<file path="config.mk">
export PLATFORM = sky130hd
export DESIGN_NAME = adc_seq_controller
export DESIGN_NICKNAME = d
export VERILOG_FILES = /design/src/rtl/adc_seq_controller.sv
export SDC_FILE = /design/constraint.sdc
export NUM_CORES = 1
export LEC_CHECK = 0
export ABC_AREA = 1
export CAP_MARGIN = 10
export CORE_AREA = 2 2 121 181
export CTS_CLUSTER_SIZE = 16
export DETAILED_ROUTE_END_ITERATION = 12
export DIE_AREA = 0 0 123 183
export GPL_ROUTABILITY_DRIVEN = 1
export PLACE_DENSITY = 0.75
export RECOVER_POWER = 25
export SLEW_MARGIN = 40
export SYNTH_ARGS = -nofsm -noshare
export SYNTH_HDL_FRONTEND = slang
export SYNTH_SLANG_ARGS = --single-unit
</file>
<file path="constraint.sdc">
create_clock -name clk_clk -period 3.5 [get_ports clk_clk]
set_input_delay 0.525 -clock clk_clk [delete_from_list [all_inputs] [get_ports clk_clk]]
set_output_delay 0.525 -clock clk_clk [all_outputs]
set_load 0.01 [all_outputs]
</file>
<file path="src/rtl/adc_seq_controller.sv">
// adc_seq_controller: sequences the modular ADC through its MM bridge and boxcar-averages the response stream per channel.
module adc_seq_controller #(
  parameter int NUM_CH = 8,
  parameter int AVG_LOG2 = 4,
  parameter logic [9:0] SEQ_CMD_ADDR = 10'h000
) (
  input  logic        clk_clk,
  input  logic        reset_reset_n,
  input  logic        start,
  input  logic        mode_cont,
  input  logic        stop,
  output logic        busy,
  output logic [9:0]  avm_address,
  output logic        avm_write,
  output logic        avm_read,
  output logic [15:0] avm_writedata,
  output logic [1:0]  avm_byteenable,
  output logic        avm_burstcount,
  input  logic        avm_waitrequest,
  input  logic        rsp_valid,
  input  logic        rsp_startofpacket,
  input  logic        rsp_endofpacket,
  input  logic [4:0]  rsp_channel,
  input  logic [11:0] rsp_data,
  output logic        res_valid,
  output logic [4:0]  res_channel,
  output logic [11:0] res_data,
  output logic [7:0]  drop_cnt
);
  localparam int AW = 12 + AVG_LOG2;
  localparam int CW = AVG_LOG2 + 1;
  localparam int IW = NUM_CH > 1 ? $clog2(NUM_CH) : 1;
  localparam logic [CW-1:0] CNT_LAST = CW'((1 << AVG_LOG2) - 1);
  localparam logic [5:0] NCH = 6'(NUM_CH);
  typedef enum logic [1:0] {IDLE, WR_START, RUN, WR_STOP} state_t;
  state_t state, state_nx;
  logic mode_q;
  logic [AW-1:0] acc [NUM_CH];
  logic [CW-1:0] cnt [NUM_CH];
  logic [IW-1:0] ch;
  logic [AW-1:0] sum;
  logic take, drop, last, accept;
  logic unused_sop;
  assign unused_sop = rsp_startofpacket;
  assign busy = state != IDLE;
  assign avm_read = 1'b0;
  assign avm_byteenable = 2'b11;
  assign avm_burstcount = 1'b1;
  assign accept = state == IDLE && start;
  always_ff @(posedge clk_clk or negedge reset_reset_n) begin
    if (!reset_reset_n) begin
      state <= IDLE;
      mode_q <= 1'b0;
    end else begin
      state <= state_nx;
      if (accept) mode_q <= mode_cont;
    end
  end
  always_comb begin
    state_nx = state;
    avm_write = 1'b0;
    avm_address = '0;
    avm_writedata = '0;
    case (state)
      IDLE: state_nx = start ? WR_START : IDLE;
      WR_START: begin
        avm_write = 1'b1;
        avm_address = SEQ_CMD_ADDR;
        avm_writedata = {12'h0, mode_q ? 3'b000 : 3'b001, 1'b1};
        state_nx = avm_waitrequest ? WR_START : RUN;
      end
      RUN: begin
        // single runs end on the sequencer's last slot; the hardware clears its own run bit
        if (mode_q && stop) state_nx = WR_STOP;
        else if (!mode_q && rsp_valid && rsp_endofpacket) state_nx = IDLE;
      end
      WR_STOP: begin
        avm_write = 1'b1;
        avm_address = SEQ_CMD_ADDR;
        state_nx = avm_waitrequest ? WR_STOP : IDLE;
      end
      default: state_nx = IDLE;
    endcase
  end
  assign ch = rsp_channel[IW-1:0];
  assign take = rsp_valid && (state == RUN || state == WR_STOP) && {1'b0, rsp_channel} < NCH;
  assign drop = rsp_valid && !take;
  assign sum = acc[ch] + AW'(rsp_data);
  assign last = cnt[ch] == CNT_LAST;
  always_ff @(posedge clk_clk or negedge reset_reset_n) begin
    if (!reset_reset_n) begin
      acc <= '{default: '0};
      cnt <= '{default: '0};
      res_valid <= 1'b0;
      res_channel <= '0;
      res_data <= '0;
      drop_cnt <= '0;
    end else begin
      res_valid <= 1'b0;
      if (accept) begin
        acc <= '{default: '0};
        cnt <= '{default: '0};
        drop_cnt <= '0;
      end else begin
        if (take && last) begin
          acc[ch] <= '0;
          cnt[ch] <= '0;
          res_valid <= 1'b1;
          res_channel <= rsp_channel;
          res_data <= 12'(sum >> AVG_LOG2);
        end else if (take) begin
          acc[ch] <= sum;
          cnt[ch] <= cnt[ch] + 1'b1;
        end
        if (drop && drop_cnt != 8'hff) drop_cnt <= drop_cnt + 1'b1;
      end
    end
  end
endmodule

</file>
==> results of run 1 <==
==> registers in the layout, summed over array words and instances, names as in the netlist <==
register and cells:
res_data 12, state 2, drop_cnt 8, acc 128, res_channel 5, res_valid 1
mode_q 1, cnt 40
==> through the flow <==
| stage | utilization | worst slack [ns] | cells | power [mW] |
|---|---|---|---|---|
| final | 0.694 | 0.0834 | 2027 | 8.42 |
| after global routing | 0.694 | -0.0878 | 2027 | 8.83 |
| after CTS | 0.681 | 0.00302 | 2020 | 8.23 |
| after detailed placement | 0.645 | -0.801 | 1985 | 6.13 |
| after global placement | 0.645 | -0.751 | 1985 | 6.06 |
| after floorplan | - | 0.164 | 1573 | 4.57 |
==> kinds of logic after synthesis <==
group	synth area share
AOI/OAI and AO/OA	0.193
xor gates and xnor gates	0.00532
adders and majority gates	0.0180
buffers and inverters	0.106
DFF	0.428
other	0.000652
and+or+nand+nor	0.250
==> cells in the mapped netlist (2+ instances only) <==
master	instances
nand2_1	456
dfrtp_1	197
inv_1	158
o21ai_0	138
nand3_1	85
nor2_1	82
a21oi_1	81
o22ai_1	45
clkbuf_1	39
buf_4	32
o32ai_1	28
inv_2	22
buf_2	18
o21ai_1	18
ha_1	15
a221oi_1	14
nor2_4	14
a22oi_1	10
nand4_1	9
o2111ai_1	9
nor2_2	8
buf_1	6
nand2_2	6
nor3_1	5
o21bai_1	5
nand3b_1	4
o211ai_1	4
xor2_1	4
a22o_1	3
buf_6	3
nand3_2	3
o21ai_4	3
xnor2_1	3
a21o_1	2
clkinv_1	2
conb_1	2
o21ai_2	2
o31ai_1	2
or2_2	2
==> path summary, 6_finish.rpt <==
path | end | slack (ns) | cells after the start
min in group asynchronous | acc[127] | 0.60 | 1
max in group asynchronous | acc[86] | 0.46 | 2
hold reg to reg | res_channel[3] | 0.48 | 2
hold / removal | res_channel[3] | 0.48 | 2
setup / recovery | acc[32] | 0.08 | 20
setup reg to reg | acc[60] | 0.58 | 18
==> worst register-to-register path, delay by kind of cell, from the launching register on <==
| kind | cells | cell delay [ns] |
|---|---|---|
| AO/OA/AOI/OAI | 5 | 0.80 |
| adder cells (fa/ha/maj) | 2 | 0.59 |
| buffers and inverters | 3 | 0.45 |
| flip-flops | 1 | 0.36 |
| AND/OR/NAND/NOR | 8 | 0.63 |
==> where the power goes <==
group,switching [mW],internal (mW),total (mW)
clock,1.03,1.03,2.06
sequential,0.275,2.68,2.96
combinational,2.08,1.33,3.41
==> layout make-up <==
cell class              count  area, sq um  share of cell area
clock buffers              17          425              0.0292
clock inverters            15          183              0.0125
inverters                 182          683              0.0469
multi-input cells        1096         5800               0.398
flip-flops and latches    197         4930               0.338
well taps                 268          335              0.0230
repair buffers            252         2210               0.152
==> timing repair <==
item	in CTS	in global routing
pin swaps	7	14
gates resized for setup	24	64
buffers inserted	3	7
setup endpoints to repair	91	126
==> routing by layer <==
metal  vias up  share of wire  track usage
met1      5551           0.36        0.412
met5         -              0            0
met3       204          0.066       0.0557
met4         0          0.084        0.271
li1       5466              -            -
met2       603           0.49        0.566
==> run metrics, run 1 <==
outcome finished with violations; failing checks max-capacitance violations, max-slew violations; WS Path Type in2reg; Hold Crit Class reg2reg; H-tree levels 4; delay-heaviest family, CP buffers and inverters; Synth Register Bits between 150 and 200; largest fanout on the critical path 26; Final min period around 3.4 ns; clk_lat worst skew around 0.46 ns; die area around 23000 sq um; Critical Path RT roughly 3.8 ns; largest net degree at the start of global routing between 70 and 80; grt total ovfl 0; Worst setup EP type flop; worst hold slack roughly 0.48 ns; slowest CP cell clkdlybuf4s50_1; DRC Markers 0; Reg2Reg Launch Point acc[32]; f_max between 200 and 300 MHz; die height roughly 180 um; largest cells by area after synthesis dfrtp_1 43%, nand2_1 15%, o21ai_0 6.0%, inv_1 5.1%, nand3_1 3.7%; maximum VDD drop roughly 0.38 mV; Worst-Margin Slew around 2.0 ns; vias in the first global route around 11000; core area about 21000 sq um; Async SR Flop Fraction 1.00; Sinks on Clock Net a little under 200; CTS hold repair buffers 0; # port buffers 54; library cells used by synthesis 47; main flop type after synthesis dfrtp_1; Vias/cell 5.83; area leader, netlist dfrtp_1; first-pass GRT wire length 60300 um; Period Utilization, post-route 0.976; area post-placement 13500 sq um; setup violators final 0; crit-path cells clkdlybuf4s50_1 -> buf_6 -> nand2_2 -> buf_6 -> nor2_4 -> buf_6 -> inv_2 -> buf_4 -> o22ai_1 -> a221oi_1 -> nand2_1 -> inv_1 -> ha_1 -> nand2_4 -> nand2_1 -> clkinv_1 -> buf_4 -> nand2_1 -> buf_4 -> o32ai_2; leading cell type in the layout, fill and taps excluded nand2_1; per-cell routed wire length 19.1 um; cts bufs inserted 17; clock slew at reported path FFs about 0.080 ns; dpl hpwl 28000 um; yosys warns 0; DIE WIDTH 123 um; final design area excluding fillers roughly 15000 sq um; top-area cell type share of the netlist area 0.428; Cell Area, Synth roughly 12000 sq um; fraction of layout cells with a size suffix above 1 0.196; GPL Wtd Cong between 0.9 and 1; final count of hold timing violations 0; hold path start res_channel[3]; Worst setup startpoint rsp_channel[2]; antenna violations before repair 0; RSZ-0062 raised after global routing true; ratio of total power to cell area just under 600 nW/um^2; most frequent cells in the layout 448 x nand2_1, 197 x dfrtp_1, 174 x buf_4; Post-synth EDFFs 0; GRT Overall Usage 0.351; startpoint types primary input; register area share after synthesis 0.428; Final Max Tran Viols 135; detailed-route via count ~12000; Initial Util 0.549; drt pass-1 iters 6; Mapped Cells 1547; routed wire length a little under 40000 um; ANT nets after route 0; clock tree buffer depth 2; nets approximately 1800; Slew headroom -0.340; Buf/Inv on CP 10; worst clock skew 0.0143 ns; maxcap violations 2; average size of a mapped cell 7.45 sq um; Fillers 1701; clk root buf clkbuf_16; P_leak between 7 and 8 nW; CTS tree built; Starting DRT DRC Count around 920; critical path's largest stage delay approximately 0.48 ns; # IOs 84; Diodes inserted 0; num rows 65; Arr. time, crit path around 3.8 ns; Area Growth Syn to Fin 26.4%; Setup Total Neg Slack 0 ns
No activity file was read; power rests on OpenSTA's default activity.
==> inputs of run 2 (changes only) <==
--- a/config.mk
+++ b/config.mk
@@ -12,6 +12,7 @@
 export DETAILED_ROUTE_END_ITERATION = 12
 export DIE_AREA = 0 0 123 183
 export GPL_ROUTABILITY_DRIVEN = 1
+export GPL_TIMING_DRIVEN = 0
 export PLACE_DENSITY = 0.75
 export RECOVER_POWER = 25
 export SLEW_MARGIN = 40
==> run metrics, run 2 (synthesis results as in run 1) <==
vias in the first global route roughly 11000; Layout Cells excl Fill 1946; routed wire length between 40000 and 50000 um; RR Endpoint acc[78]; critical path's largest stage delay 0.42 ns; Area Growth Syn to Fin 21.1%; maxcap violations 1; largest net degree at the start of global routing 76; Diodes inserted 0; first-pass GRT wire length approximately 61000 um; clock tree buffer depth 2; GR Util met1 0.422; Worst-Margin Slew between 2 and 3 ns; ratio of total power to cell area approximately 590 nW/um^2; CP most frequent cell nand2_1; Hold Crit Class reg2reg; die area about 23000 sq um; Reg2Reg Launch Point acc[121]; leading cell type in the layout, fill and taps excluded nand2_1; Min-Delay Path Depth 2; worst clock skew 0.0121 ns; GRT Overall Usage 0.362; Final min period about 3.5 ns; DRC Markers 0; crit-path cells clkbuf_4 -> inv_6 -> buf_6 -> nand2_4 -> buf_12 -> o22ai_1 -> a221oi_2 -> o2111ai_4 -> ha_4 -> a21o_1 -> a21oi_4 -> and2_1 -> nand2_1 -> nand3_1 -> nand2_1 -> nand2_4 -> buf_4 -> o21ai_0 -> nand2_1 -> nand2_1; grt met2 use 0.563; core area around 21000 sq um; nets approximately 1700; placed cells approximately 1900; fraction of layout cells with a size suffix above 1 0.150; hold path start res_channel[4]; GPL Wtd Cong approximately 1; slowest CP cell a221oi_2; dpl hpwl ~29000 um; die height 183 um; Worst Reg2Reg Path Length in Cells 16; Setup Total Neg Slack 0 ns; maximum VDD drop roughly 0.40 mV; delay-heaviest family, CP compound AO/OA/AOI/OAI gates; clk root buf clkbuf_16; Initial Util 0.549; antenna violations before repair 0; DIE WIDTH roughly 120 um; clock slew at reported path FFs approximately 0.08 ns; drt pass-1 iters 6; met3 Usage GRT 0.0609; largest fanout on the critical path 10; Critical Path RT 3.85 ns; P_leak between 6 and 7 nW; most frequent cells in the layout 443 x nand2_1, 197 x dfrtp_1, 157 x inv_1; setup violators final 0; cts bufs inserted 17; Largest regs acc x128, cnt x40, res_data x12; failing checks max-capacitance violations, max-slew violations; grt total ovfl 0; # IOs 84; per-cell routed wire length 21.2 um; R2R Setup Slk 0.34 ns; clk_lat worst skew 0.46 ns; startpoint types primary input; H-tree levels 4; Sinks on Clock Net approximately 200; number of flip-flops in the largest register around 130; WS Path Type in2reg; Vias/cell about 6.1; CTS hold repair buffers 0; Worst setup EP type flop; outcome finished with violations; Biggest register acc; Hold Path End res_channel[4]; Buf/Inv on CP 5; Period Utilization, post-route 0.994; Worst setup startpoint rsp_channel[0]; Slew headroom -0.948; final count of hold timing violations 0; GRT busiest layer met2; detailed-route via count 11800; Starting DRT DRC Count 1325; f_max 287 MHz; Arr. time, crit path roughly 3.8 ns; ANT nets after route 0; CTS tree built; # port buffers between 50 and 60; num rows 65; Final Max Tran Viols 62
==> run 2: changes by cell type in the layout (fill, tap and decap cells not counted), moves of 6 or more <==
cell / change
buf_12: -9
clkbuf_2: +7
clkbuf_1: +20
o21ai_1: -7
buf_2: +15
buf_4: -124
o21ai_0: +6
clkbuf_4: +9
nand2_4: +8
==> run 2: how the worst max path moves through the flow <==
stage	slack, ns	to	depth (start not counted)
after floorplan	0.16	acc[12]	21
after global placement	-6.56	cnt[18]	1
after detailed placement	-1.85	acc[30]	18
after CTS	0.006	acc[58]	20
after global routing	-0.04	acc[126]	21
final	0.02	acc[78]	20
==> run 2: report_power, final <==
group / internal (mW) / leakage [nW] / switching, mW / total (mW)
Combinational: 0.979 / 3.98 / 2.06 / 3.04
Sequential: 2.68 / 2.69 / 0.288 / 2.97
Clock: 1.20 / 0.301 / 0.955 / 2.16
Total: 4.86 / 6.97 / 3.30 / 8.16
==> run 2: area by class of cell <==
cell class / instances / area (sq um)
fillers: 1741 / 7030
multi-input cells: 1099 / 6040
flip-flops and latches: 197 / 4930
repair buffers: 71 / 712
inverters: 182 / 698
plain buffers: 97 / 612
clock buffers: 17 / 425
well taps: 268 / 335
clock inverters: 15 / 204
==> run 2: routing by layer <==
| layer | vias to the layer above | wire [um] |
|---|---|---|
| li1 | 5309 | - |
| met1 | 5446 | 14400 |
| met2 | 795 | 18900 |
| met3 | 298 | 3310 |
| met4 | 0 | 4680 |
| met5 | - | 0 |
==> run 2: what timing repair did <==
action                     in CTS  in global routing
cloned                          0                  3
resized for setup              83                 85
buffers inserted                1                 16
setup endpoints to repair     186                 96
pin swaps                       5                 17
==> run 2: tightest hold or removal path: cells and delay by family, from the launching register on <==
| family | cells | cell delay [ns] |
|---|---|---|
| buffers and inverters | 1 | 0.04 |
| DFF | 1 | 0.35 |
| and+or+nand+nor | 1 | 0.05 |
==> run 2: metrics by stage <==
stage | power (mW) | util | worst slack [ns] | cell area, sq um | hold WS, ns
3_5_place_dp | 5.53 | 0.598 | -1.85 | 12500 | 0.452
4_1_cts | 7.85 | 0.646 | 0.00600 | 13600 | 0.0151
2_1_floorplan | 4.57 | - | 0.164 | 11600 | 0.229
6_report | 8.16 | 0.665 | 0.0202 | 14000 | 0.471
3_3_place_gp | 5.45 | 0.594 | -6.56 | 12500 | 0.449
5_1_grt | 8.47 | 0.665 | -0.0397 | 14000 | 0.501
